<file path="src/rtl/edge_parameter_loader.sv">
// Transmit end of the per-edge parameter chain: buffers one set of (weight, boundary) entries
// from a host stream and shifts it into the chain head during the parameter-loading stage.
module edge_parameter_loader #(
  parameter int unsigned NUM_LINKS         = 8,
  parameter int unsigned MAX_WEIGHT        = 2,
  parameter int unsigned HOST_WEIGHT_WIDTH = 4,
  parameter int unsigned STAGE_WIDTH       = 3,
  parameter logic [STAGE_WIDTH-1:0] STAGE_IDLE               = STAGE_WIDTH'(0),
  parameter logic [STAGE_WIDTH-1:0] STAGE_PARAMETERS_LOADING = STAGE_WIDTH'(1),
  localparam int unsigned LINK_BIT_WIDTH   = $clog2(MAX_WEIGHT + 1)
) (
  input  logic                         clk,
  input  logic                         reset,
  input  logic [STAGE_WIDTH-1:0]       global_stage,
  input  logic                         in_valid,
  output logic                         in_ready,
  input  logic [HOST_WEIGHT_WIDTH-1:0] in_weight,
  input  logic [1:0]                   in_boundary,
  output logic [LINK_BIT_WIDTH-1:0]    weight_out,
  output logic [1:0]                   boundary_condition_out,
  output logic                         params_ready,
  output logic                         load_done,
  output logic                         underrun,
  output logic                         overrun
);

  localparam int unsigned CntW = $clog2(NUM_LINKS + 1);
  localparam int unsigned PtrW = (NUM_LINKS > 1) ? $clog2(NUM_LINKS) : 1;
  localparam logic [CntW-1:0] NumLinksCnt = CntW'(NUM_LINKS);
  localparam logic [CntW-1:0] LastCnt     = CntW'(NUM_LINKS - 1);
  localparam logic [PtrW-1:0] LastPtr     = PtrW'(NUM_LINKS - 1);
  localparam logic [HOST_WEIGHT_WIDTH-1:0] MaxWeightHost = HOST_WEIGHT_WIDTH'(MAX_WEIGHT);
  localparam logic [LINK_BIT_WIDTH-1:0]    MaxWeightLink = LINK_BIT_WIDTH'(MAX_WEIGHT);
  localparam logic [1:0] BoundaryNone       = 2'd0;
  localparam logic [1:0] BoundaryNonExistent = 2'd2;

  typedef enum logic [1:0] {StFill, StReady, StShift, StDone} state_e;

  state_e                   state_q;
  logic [STAGE_WIDTH-1:0]   stage_q;
  logic [CntW-1:0]          wr_cnt_q;
  logic [PtrW-1:0]          rd_ptr_q;
  logic                     loading_prev_q;

  logic [LINK_BIT_WIDTH-1:0] entry_w [NUM_LINKS];
  logic [1:0]                entry_b [NUM_LINKS];

  logic                      is_loading;
  logic                      shift_go;
  logic                      write_en;
  logic                      entry_valid;
  logic [PtrW-1:0]           wr_idx;
  logic [LINK_BIT_WIDTH-1:0] weight_clamped;

  always_comb begin
    is_loading = (stage_q == STAGE_PARAMETERS_LOADING);
    // In DONE, a loading stage that simply continues past the last shift is an overrun, not a
    // replay; only a fresh loading stage (previous cycle not loading) shifts again.
    shift_go = is_loading && ((state_q != StDone) || !loading_prev_q);
    in_ready = !is_loading &&
               (((state_q == StFill) && (wr_cnt_q < NumLinksCnt)) || (state_q == StDone));
    write_en = in_valid && in_ready;
    wr_idx   = (state_q == StDone) ? '0 : wr_cnt_q[PtrW-1:0];
    weight_clamped = (in_weight > MaxWeightHost) ? MaxWeightLink
                                                 : in_weight[LINK_BIT_WIDTH-1:0];
    entry_valid = (CntW'(rd_ptr_q) < wr_cnt_q);
    weight_out  = '0;
    boundary_condition_out = BoundaryNone;
    if (shift_go) begin
      weight_out             = entry_valid ? entry_w[rd_ptr_q] : '0;
      boundary_condition_out = entry_valid ? entry_b[rd_ptr_q] : BoundaryNonExistent;
    end
    params_ready = (wr_cnt_q == NumLinksCnt) || (state_q == StDone);
  end

  // Buffer contents are don't-care after reset, so the storage carries no reset.
  always_ff @(posedge clk) begin
    if (write_en) begin
      entry_w[wr_idx] <= weight_clamped;
      entry_b[wr_idx] <= in_boundary;
    end
  end

  always_ff @(posedge clk or negedge reset) begin
    if (!reset) begin
      state_q        <= StFill;
      stage_q        <= STAGE_IDLE;
      wr_cnt_q       <= '0;
      rd_ptr_q       <= '0;
      loading_prev_q <= 1'b0;
      load_done      <= 1'b0;
      underrun       <= 1'b0;
      overrun        <= 1'b0;
    end else begin
      stage_q        <= global_stage;
      loading_prev_q <= is_loading;
      load_done      <= 1'b0;
      if (is_loading && (state_q == StDone) && loading_prev_q) begin
        overrun <= 1'b1;
      end
      if (shift_go) begin
        if (state_q == StFill) begin
          underrun <= 1'b1;
        end
        if (rd_ptr_q == LastPtr) begin
          rd_ptr_q  <= '0;
          load_done <= 1'b1;
          state_q   <= StDone;
        end else begin
          rd_ptr_q <= rd_ptr_q + PtrW'(1);
          state_q  <= StShift;
        end
      end else begin
        unique case (state_q)
          StFill: begin
            if (write_en) begin
              wr_cnt_q <= wr_cnt_q + CntW'(1);
              if (wr_cnt_q == LastCnt) begin
                state_q <= StReady;
              end
            end
          end
          StReady: ;
          StShift: begin
            // Partial load abandoned; the next loading stage replays from entry 0.
            rd_ptr_q <= '0;
            state_q  <= (wr_cnt_q == NumLinksCnt) ? StReady : StFill;
          end
          StDone: begin
            if (write_en) begin
              wr_cnt_q <= CntW'(1);
              state_q  <= (NUM_LINKS == 1) ? StReady : StFill;
            end
          end
        endcase
      end
    end
  end

endmodule

</file>
<file path="config.mk">
export PLATFORM = sky130hd
export DESIGN_NAME = edge_parameter_loader
export DESIGN_NICKNAME = d
export VERILOG_FILES = /design/src/rtl/edge_parameter_loader.sv
export SDC_FILE = /design/constraint.sdc
export NUM_CORES = 1
export LEC_CHECK = 0
export CORE_ASPECT_RATIO = 0.8
export CORE_MARGIN = 2
export CORE_UTILIZATION = 30
export CTS_CLUSTER_SIZE = 20
export DETAILED_ROUTE_END_ITERATION = 8
export SLEW_MARGIN = 20
export SYNTH_ARGS = -nofsm -noshare
export SYNTH_HDL_FRONTEND = slang
export SYNTH_SLANG_ARGS = --single-unit
</file>
<file path="constraint.sdc">
create_clock -name clk -period 3.45 [get_ports clk]
set_input_delay 0.69 -clock clk [delete_from_list [all_inputs] [get_ports clk]]
set_output_delay 0.69 -clock clk [all_outputs]
set_load 0.05 [all_outputs]
</file>
* Word-level counts from Yosys, hierarchy flattened
Memories as Yosys holds them, arrays and structs flattened. Index checks and enable logic that the tools add are counted. Widths: inputs -> output; s select.
Word-level totals: register bits after elaboration 16, RAM bits 32, input bits 12, output and inout bits 9, logic and storage cells 69, memories kept 2
Cells by class: add/sub/neg operators 2, magnitude comparators 3, equal/unequal tests 12, mux-type cells 23, bitwise gates (word level) 1, reduce and logical (&&, ||, !) cells 18
Memory list:
- entry_b | depth 8, bits a word 2, read ports 1, clocked after Yosys merged registers in 0, write ports 1, RTL line 46 | logic [1:0] entry_b [NUM_LINKS];
- entry_w | depth 8, bits a word 2, read ports 1, clocked after Yosys merged registers in 0, write ports 1, RTL line 45 | logic [LINK_BIT_WIDTH-1:0] entry_w [NUM_LINKS];
Operators by type and width (count):
- $mux 2 | 9
- $mux 3 | 4
- $mux 4 | 2
- $pmux 4 s2 | 1
- $reduce_and 4->1 | 2
- $logic_and 1x1->1 | 6
- $mux 1 | 6
- $ne 2x2->1 const B | 3
- $ne 3x3->1 const B | 2
- $pmux 2 s3 | 1
- $add 4x1->4 const B | 1
- $eq 2x2->1 const B | 2
- $eq 4x3->1 const B | 1
- $eq 4x4->1 const B | 1
- $gt 4x2->1 const B | 1
- $lt 3x4->1 | 1
- $lt 4x4->1 const B | 1
- $reduce_bool 2->1 | 2
- $reduce_bool 4->1 | 1
- $add 3x1->3 const B | 1
- $eq 3x1->1 const B | 1
- $eq 3x3->1 const B | 1
- $logic_or 1x1->1 | 3
- $ne 3x2->1 const B | 1
- 4 further kinds | 5

* Depth between registers and ports, before layout
Gate-level depths: netlist (run 1).
depth after elaboration 8, mapped depth 7

* Worst setup path after synthesis (run 1)
OpenSTA, ideal clock, no wires.
path type flip-flop to output port, start reg stage_q[2], end out boundary_condition_out[0], arrival 1.991 ns, data required time 2.760 ns, path slack 0.769 ns, cell stages (with the launch flop) 7, cells stage by stage dfrtp_1 > nor3b_1 > buf_2 > a21boi_1 > buf_2 > o21ai_0 > nor2_1
On the way: longest elaborated chain between the ends 3
RTL lines:
- start, declared | RTL line 40 | logic [STAGE_WIDTH-1:0] stage_q;
- start signal, assigned | RTL line 95 | stage_q <= global_stage;
- $eq 3x1->1 | RTL line 56 | is_loading = (stage_q == STAGE_PARAMETERS_LOADING);
- via is_loading | RTL line 48 | logic is_loading;
- $logic_and 1x1->1 | RTL line 59 | shift_go = is_loading && ((state_q != StDone) || !loading_prev_q);
- $mux 2 | RTL line 69 | if (shift_go) begin
- end, declared | RTL line 20 | output logic [1:0] boundary_condition_out,
The timed path passes the listed nets, and every way through them passes these cells.

* Worst setup path in the final report (run 1)
start reg state_q[0], end out in_ready
On the way: longest elaborated chain between the ends 4, elaborated cells on any way between the ends 5
RTL lines:
- start, declared | RTL line 39 | state_e state_q;
- start signal, assigned | RTL line 86 | state_q <= StFill;
- start signal, assigned | RTL line 108 | state_q <= StDone;
- start signal, assigned | RTL line 111 | state_q <= StShift;
- $logic_not 2->1 | RTL line 61 | (((state_q == StFill) && (wr_cnt_q < NumLinksCnt)) || (state_q == StDone));
- $logic_and 1x1->1 | RTL line 61
- $logic_or 1x1->1 (*) | RTL line 61
- $logic_and 1x1->1 (*) | RTL line 60 | in_ready = !is_loading &&
- end, declared | RTL line 16 | output logic in_ready,
Every way passes the cells marked *; elsewhere a longest branch is shown, timed or not.

==> results of run 1 <==
-- flip-flops by register name (all words and copies together), names as in the netlist --
| register | count |
|---|---|
| entry_w | 16 |
| rd_ptr_q | 3 |
| stage_q | 3 |
| wr_cnt_q | 4 |
| underrun | 1 |
| entry_b | 16 |
| loading_prev_q | 1 |
| load_done | 1 |
| overrun | 1 |
| state_q | 2 |
-- worst max-delay path by stage --
stage / startpoint / endpoint / slack [ns]
floorplan: stage_q[2] / boundary_condition_out[0] / 0.77
global placement: state_q[0] / in_ready / 0.81
detailed placement: state_q[0] / in_ready / 0.79
CTS: state_q[0] / in_ready / 0.44
global route: state_q[1] / in_ready / 0.27
finish: state_q[0] / in_ready / 0.45
-- cell type report --
class                   count  area, sq um
clock buffers               5        68.82
clock inverters             3        18.77
fillers                   658         4325
inverters                   6        22.52
multi-input cells          96        749.5
flip-flops and latches     48         1361
well taps                  87        108.9
repair buffers             24        270.3
-- layer usage --
layer / part of all wire / track usage
met5: 0 / 0
met2: 0.47 / 0.1635
met3: 0.030 / 0.02890
met1: 0.49 / 0.1512
met4: 0.0089 / 0.03699
-- worst register-to-register path, cell delays in order, from the launching register on --
cell and delay (ns):
dfrtp_1 0.42, ha_1 0.36, nor2_1 0.27, nand4_1 0.22, nor3_1 0.55
-- logic make-up after synthesis --
kind of cell | synth area share
buf+inv | 0.02598
compound gates | 0.08026
fa+ha+maj | 0.05196
mux | 0.1016
flops | 0.6282
simple gates | 0.1120
-- cells in the mapped netlist (all sizes together), types with 4 or more instances --
library cell,n,area [sq um]
clkbuf,5,18.77
nor3,5,25.02
inv,6,22.52
edfxtp,32,960.9
ha,9,112.6
mux2i,4,40.04
nand2,4,15.01
dfrtp,16,400.4
a21o,4,30.03
nor2,16,60.06
mux4,8,180.2
o21ai,13,65.06
nand2b,5,31.28
-- power breakdown --
part / switching, mW / leakage, nW / internal, mW
clock: 0.180 / 0.0378 / 0.140
sequential: 0.0937 / 0.489 / 0.696
combinational: 0.423 / 0.418 / 0.344
==> results.json, run 1 <==
{
  "fin_cells": 269,
  "core.rowCount": 27,
  "layout_common_cells": "edfxtp_1 (32), nor2_1 (16), clkdlybuf4s50_1 (16), dfrtp_1 (16), o21ai_0 (13)",
  "synth_cells": 158,
  "cts_made_buffers": 5,
  "ff2ff_path_depth": 4,
  "final_max_slew_viol_count": 0,
  "drive_gt1_frac": 0.1429,
  "vias": 1296,
  "path_buf_inv": 2,
  "hold_path.class": "reg -> reg",
  "critPathTopFamily": "buffers and inverters",
  "clk_path_buf_depth": 2,
  "whs_endpoint": "underrun",
  "clk_pin_slew_worst_paths_ns": 0.09,
  "cts_root_buf": "clkbuf_8",
  "synthesis.nets": 179,
  "antenna_cells": 0,
  "placed_area_sq_um": 2512,
  "io_buffers": 20,
  "path_depth": 6,
  "dieHeight_um": 80.02,
  "tritoncts": "built",
  "synth_area_per_cell_sq_um": 13.72,
  "syn_area_sq_um": 2167,
  "synth_edf_count": 32,
  "end_kind": "output port",
  "skew_ns": 0.01166,
  "ys_async_sr_fraction": 0.3333,
  "worstPathArrival_ns": 2.31,
  "place_inst": 261,
  "fmax_mhz": 333.9,
  "grt_pass1_vias": 1269,
  "die_w_um": 99.03,
  "wl_per_cell_um": 14.63,
  "antenna_found_initial": 0,
  "final_common_cell": "edfxtp_1",
  "grt_max_degree": 17,
  "synth_flop_cell": "edfxtp_1",
  "clk_latency_ns": 0.30,
  "fin_crit_sh": 0.8682,
  "drt_iter0_drc": 64,
  "cpPeakStageDelay_ns": 0.80,
  "yosysWarningCount": 0,
  "stdcell_area_sq_um": 2600,
  "hold_ws_ns": 0.4819,
  "synth_seq_cells": 48,
  "cts_resized": 0,
  "min_period_ns": 2.995,
  "grt_overflow_total": 0,
  "worst_slack_ns": 0.4549,
  "ant_nets": 0,
  "setup_viol": 0,
  "r2r_end": "entry_b[2][0]",
  "preCtsSetupSlack_ns": 0.7853,
  "status": "completed",
  "holdPathStages": 1,
  "crit_required_ns": 2.76,
  "yosys.cell_types.count": 31,
  "route.detailed.drc": 0,
  "die_area_sq_um": 7924,
  "p_per_area_nw_per_um2": 721.8,
  "place_congestion": 0.8182,
  "timing.rr.start": "state_q[1]",
  "tns_ns": 0,
  "post_cts_buffers": 0,
  "holdCritStartpoint": "underrun",
  "critPathKind": "reg -> out",
  "maxSlewHeadroom": 0.4923,
  "fin_nets": 202,
  "ios": 21,
  "crit_path_max_fanout": 5,
  "fin_util": 0.3754,
  "maxCapViolCount": 0,
  "hold_buffers": 0,
  "dp_hpwl_um": 2871,
  "ff2ff_setup_slack_ns": 1.25,
  "synth-seq-area-share": 0.6282,
  "wl_um": 3936,
  "syn_to_final_growth_pct": 19.98,
  "track_usage": 0.1084,
  "core_area_sq_um": 6925,
  "path_cells": "inv_1, ha_1, nor2b_1, nor2_1, nor2_1, clkdlybuf4s50_1",
  "tightestPinTransition_ns": 0.7591,
  "drt-vias-per-instance": 4.818,
  "critPathSlowestCell": "clkdlybuf4s50_1",
  "worst_setup_path_start_kind": "flip-flop",
  "clkSinkCount": 48,
  "firstDrtPassIters": 4,
  "htreeDepth": 2,
  "critical_path.most_common_cell": "nor2_1",
  "initial_core_util": 0.3129,
  "rsz0062_at_grt": "false",
  "hold_viol_final": 0,
  "grt_pass1_wl_um": 6555,
  "total_power_mw": 1.877,
  "p_leak_nw": 0.9445,
  "ir_drop_v": 0.0002158
}
Power figures use the tool's default switching activity.
==> run 2: changes to the inputs <==
--- a/config.mk
+++ b/config.mk
@@ -5,9 +5,9 @@
 export SDC_FILE = /design/constraint.sdc
 export NUM_CORES = 1
 export LEC_CHECK = 0
-export CORE_ASPECT_RATIO = 0.8
 export CORE_MARGIN = 2
 export CORE_UTILIZATION = 30
+export CTS_CLUSTER_DIAMETER = 200
 export CTS_CLUSTER_SIZE = 20
 export DETAILED_ROUTE_END_ITERATION = 8
 export SLEW_MARGIN = 20
==> run 2 against run 1 <==
Power is 0.22% higher. First-iteration DRC count grew 94%. Clock power grew 4%. Die area hardly changed. Fmax fell by 0.34%. Critical path type unchanged. Largest cell class unchanged. Largest power group unchanged. Highest routed layer unchanged.
==> results.json, run 2 (synthesis results as in run 1) <==
{
  "grt_overflow_total": 0,
  "route.detailed.drc": 0,
  "drt-vias-per-instance": 4.728,
  "io_buffers": 20,
  "clk_path_buf_depth": 2,
  "drt_iter0_drc": 124,
  "stdcell_area_sq_um": 2618,
  "grt_max_degree": 17,
  "layout_common_cells": "edfxtp_1 (32), nor2_1 (16), clkdlybuf4s50_1 (16), dfrtp_1 (16), o21ai_0 (13)",
  "p_leak_nw": 0.9580,
  "initial_core_util": 0.3138,
  "cts_root_buf": "clkbuf_8",
  "hold_viol_final": 0,
  "ir_drop_v": 0.0001823,
  "cts_made_buffers": 5,
  "setup_viol": 0,
  "clkSinkCount": 48,
  "final_common_cell": "edfxtp_1",
  "rsz0062_at_grt": "false",
  "clk_latency_ns": 0.31,
  "vias": 1319,
  "fin_crit_sh": 0.8711,
  "tns_ns": 0,
  "wl_um": 4018,
  "core.rowCount": 30,
  "end_kind": "output port",
  "place_congestion": 0.8191,
  "maxSlewHeadroom": 0.4394,
  "min_period_ns": 3.005,
  "status": "completed",
  "antenna_found_initial": 0,
  "skew_ns": 0.004695,
  "clk_pin_slew_worst_paths_ns": 0.09,
  "tritoncts": "built",
  "cts_resized": 0,
  "firstDrtPassIters": 4,
  "critPathKind": "reg -> out",
  "worst_setup_path_start_kind": "flip-flop",
  "grt_pass1_wl_um": 6382,
  "crit_required_ns": 2.76,
  "crit_path_max_fanout": 5,
  "top_regs": "entry_b x16, entry_w x16, wr_cnt_q x4",
  "htreeDepth": 2,
  "wl_per_cell_um": 14.40,
  "placed_area_sq_um": 2531,
  "hold_path.class": "reg -> reg",
  "dieHeight_um": 88.99,
  "worstPathArrival_ns": 2.32,
  "post_cts_buffers": 0,
  "fin_util": 0.3790,
  "final_max_slew_viol_count": 0,
  "drive_gt1_frac": 0.1475,
  "fmax_mhz": 332.7,
  "p_per_area_nw_per_um2": 718.6,
  "antenna_cells": 0,
  "hold_buffers": 0,
  "tightestPinTransition_ns": 0.8345,
  "ant_nets": 0,
  "die_w_um": 88.99,
  "core_area_sq_um": 6907,
  "dp_hpwl_um": 2748,
  "ios": 21,
  "die_area_sq_um": 7919,
  "maxCapViolCount": 0,
  "track_usage": 0.1098,
  "grt_pass1_vias": 1234,
  "hold_ws_ns": 0.4758,
  "syn_to_final_growth_pct": 20.79,
  "fin_nets": 203
}
run 2: cell count changes in the layout (fill, tap and decap cells not counted), sizes merged:
| cell | delta |
|---|---|
| clkinvlp | -2 |
| buf | +1 |
| clkinv | +1 |
| inv | +1 |
run 2: power by group:
group / leakage, nW / switching (mW) / total, mW / internal, mW
Combinational: 0.423 / 0.423 / 0.768 / 0.345
Clock: 0.0460 / 0.192 / 0.334 / 0.142
Sequential: 0.489 / 0.0829 / 0.779 / 0.696
Total: 0.958 / 0.698 / 1.88 / 1.18
run 2: per-stage QoR:
step | instances | power [mW] | setup slack (ns)
after global placement | 271 | 1.558 | 0.8003
after detailed placement | 271 | 1.561 | 0.7807
final | 279 | 1.881 | 0.4447
after global routing | 279 | 2.008 | 0.3367
after CTS | 279 | 1.895 | 0.4355
after floorplan | 158 | 1.338 | 0.7690
run 2: area by class of cell:
cell class	instances	area (sq um)
clock buffer	5	68.82
clock inverter	3	17.52
fill	666	4289
inverter	6	22.52
multi-input combinational	96	749.5
sequential	48	1361
tap	96	120.1
timing repair buffer	25	277.8
run 2: final timing paths:
check | start | endpoint | slack (ns) | cells after the start
min in group asynchronous | reset | loading_prev_q | 0.82 | 1
max in group asynchronous | reset | wr_cnt_q[2] | 2.16 | 1
worst max-delay path | state_q[0] | in_ready | 0.44 | 6
worst min-delay path | overrun | overrun | 0.48 | 1
worst min register to register | overrun | overrun | 0.48 | 1
worst max register to register | state_q[1] | entry_b[6][0] | 1.11 | 4
run 2: metal layers:
layer,GRT usage,up-vias,share of wire
met5,0,-,0
met4,0.04071,0,0.019
met3,0.02493,5,0.040
met2,0.1784,34,0.48
met1,0.1446,644,0.46
li1,-,636,-
run 2: worst max-delay path, stage by stage (launching register included):
cell	delay [ns]
dfrtp_1	0.40
inv_1	0.09
ha_1	0.23
nor2b_1	0.28
nor2_1	0.10
nor2_1	0.10
clkdlybuf4s50_1	0.81
==> run 3: changes to the inputs <==
--- a/config.mk
+++ b/config.mk
@@ -6,10 +6,11 @@
 export NUM_CORES = 1
 export LEC_CHECK = 0
 export CORE_MARGIN = 2
-export CORE_UTILIZATION = 30
+export CORE_UTILIZATION = 60
 export CTS_CLUSTER_DIAMETER = 200
 export CTS_CLUSTER_SIZE = 20
 export DETAILED_ROUTE_END_ITERATION = 8
+export PLACE_DENSITY = 0.83
 export SLEW_MARGIN = 20
 export SYNTH_ARGS = -nofsm -noshare
 export SYNTH_HDL_FRONTEND = slang
==> run 3 against run 2 <==
Flip-flop and latch count is the same. Critical path depth stayed put. Worst hold slack improved by 0.0025 ns. Global-route usage up 12 points. Clock skew rose by 0.0041 ns. Cell count shrank 19%. Highest routed layer unchanged.
==> results.json, run 3 (synthesis results as in run 1) <==
{
  "status": "completed",
  "nFillCells": 234,
  "drt_iter0_drc": 92,
  "clk_path_buf_depth": 2,
  "seq_area_sq_um": 1361,
  "clkSinkCount": 48,
  "p_per_area_nw_per_um2": 725.9,
  "drt-vias-per-instance": 6.106,
  "layout_common_cells": "edfxtp_1 (32), nor2_1 (16), clkdlybuf4s50_1 (16), dfrtp_1 (16), o21ai_0 (13)",
  "grt_overflow_total": 0,
  "fin_crit_sh": 0.8956,
  "cts_made_buffers": 5,
  "crit_required_ns": 2.76,
  "hold_buffers": 0,
  "rsz0062_at_grt": "false",
  "initial_core_util": 0.6344,
  "tritoncts": "built",
  "min_period_ns": 3.090,
  "hold_viol_final": 0,
  "track_usage": 0.2320,
  "syn_to_final_growth_pct": 15.53,
  "cts_resized": 0,
  "clk_pin_slew_worst_paths_ns": 0.12,
  "die_w_um": 64.10,
  "worstPathArrival_ns": 2.40,
  "critPathKind": "reg -> out",
  "total_power_mw": 1.818,
  "multi_input_area_sq_um": 749.5,
  "skew_ns": 0.008842,
  "use_met3": 0.06162,
  "grt_pass1_vias": 1417,
  "place_congestion": 0.8449,
  "io_buffers": 20,
  "end_kind": "output port",
  "route.detailed.drc": 0,
  "wl_per_cell_um": 18.23,
  "cts_root_buf": "clkbuf_4",
  "crit_path_max_fanout": 5,
  "use_met2": 0.3516,
  "grtUsageMet1": 0.3317,
  "maxSlewHeadroom": 0.5113,
  "final_common_cell": "edfxtp_1",
  "core_area_sq_um": 3416,
  "post_cts_buffers": 0,
  "dieHeight_um": 64.10,
  "drive_gt1_frac": 0.1389,
  "tns_ns": 0,
  "setup_viol": 0,
  "tightestPinTransition_ns": 0.7275,
  "antenna_cells": 0,
  "die_area_sq_um": 4109,
  "htreeDepth": 2,
  "dp_hpwl_um": 2981,
  "top_regs": "entry_b x16, entry_w x16, wr_cnt_q x4",
  "worst_setup_path_start_kind": "flip-flop",
  "vias": 1380,
  "hold_path.class": "reg -> reg",
  "grt_max_degree": 17,
  "final_max_slew_viol_count": 0,
  "top_usage_layer": "met2",
  "core.rowCount": 21,
  "fmax_mhz": 323.7,
  "ios": 21,
  "maxCapViolCount": 0,
  "clk_latency_ns": 0.36,
  "ir_drop_v": 0.0005647,
  "fin_nets": 201,
  "ant_nets": 0,
  "p_leak_nw": 0.9286,
  "firstDrtPassIters": 4,
  "wl_um": 4121,
  "antenna_found_initial": 0,
  "grt_pass1_wl_um": 6982
}
## run 3: changes by cell type in the layout (fill, tap and decap cells not counted)
cell and change:
buf_4 -2, clkbuf_4 +5, clkbuf_8 -5, clkinv_1 -1, clkinvlp_4 +1, inv_6 -1
## run 3: stage by stage
step                hold slack (ns)  cell area, sq um  std cells  setup slack, ns  utilization
finish                       0.4784              2504        226           0.3603       0.7330
global route                 0.5130              2504        226           0.2043       0.7330
CTS                          0.4812              2504        226           0.3700       0.7330
detailed placement           0.4528              2454        219           0.7837       0.7183
global placement             0.4487              2454        219           0.8413       0.7183
floorplan                    0.3944              2167        158           0.7690            -
## run 3: power breakdown
group / internal [mW] / switching, mW / total, mW
combinational: 0.338 / 0.431 / 0.770
clock: 0.0745 / 0.170 / 0.244
sequential: 0.695 / 0.108 / 0.803
total: 1.11 / 0.710 / 1.82
## run 3: worst paths after layout
kind	to	slack, ns	cells after the start	startpoint
min in group asynchronous	rd_ptr_q[1]	0.72	1	reset
max	in_ready	0.36	6	state_q[0]
min reg2reg	overrun	0.48	1	overrun
min	overrun	0.48	1	overrun
max in group asynchronous	loading_prev_q	2.29	1	reset
max reg2reg	entry_b[6][0]	1.14	4	state_q[1]
## run 3: worst max-delay path: stages, from the launching register on
cell	delay [ns]
dfrtp_1	0.42
inv_1	0.09
ha_1	0.24
nor2b_1	0.28
nor2_1	0.09
nor2_1	0.11
clkdlybuf4s50_1	0.81
## run 3: area by class of cell
| type | instances | share of cell area |
|---|---|---|
| Multi-Input combinational cell | 96 | 0.2994 |
| Inverter | 6 | 0.008996 |
| Timing Repair Buffer | 23 | 0.1049 |
| Sequential cell | 48 | 0.5437 |
| Clock buffer | 5 | 0.01499 |
| Tap cell | 46 | 0.02299 |
| Clock inverter | 2 | 0.004998 |
## run 3: layer usage
layer,vias up,wire [um]
met3,10,245
met4,0,68
met5,-,0
met2,55,1998
met1,683,1809
li1,632,-
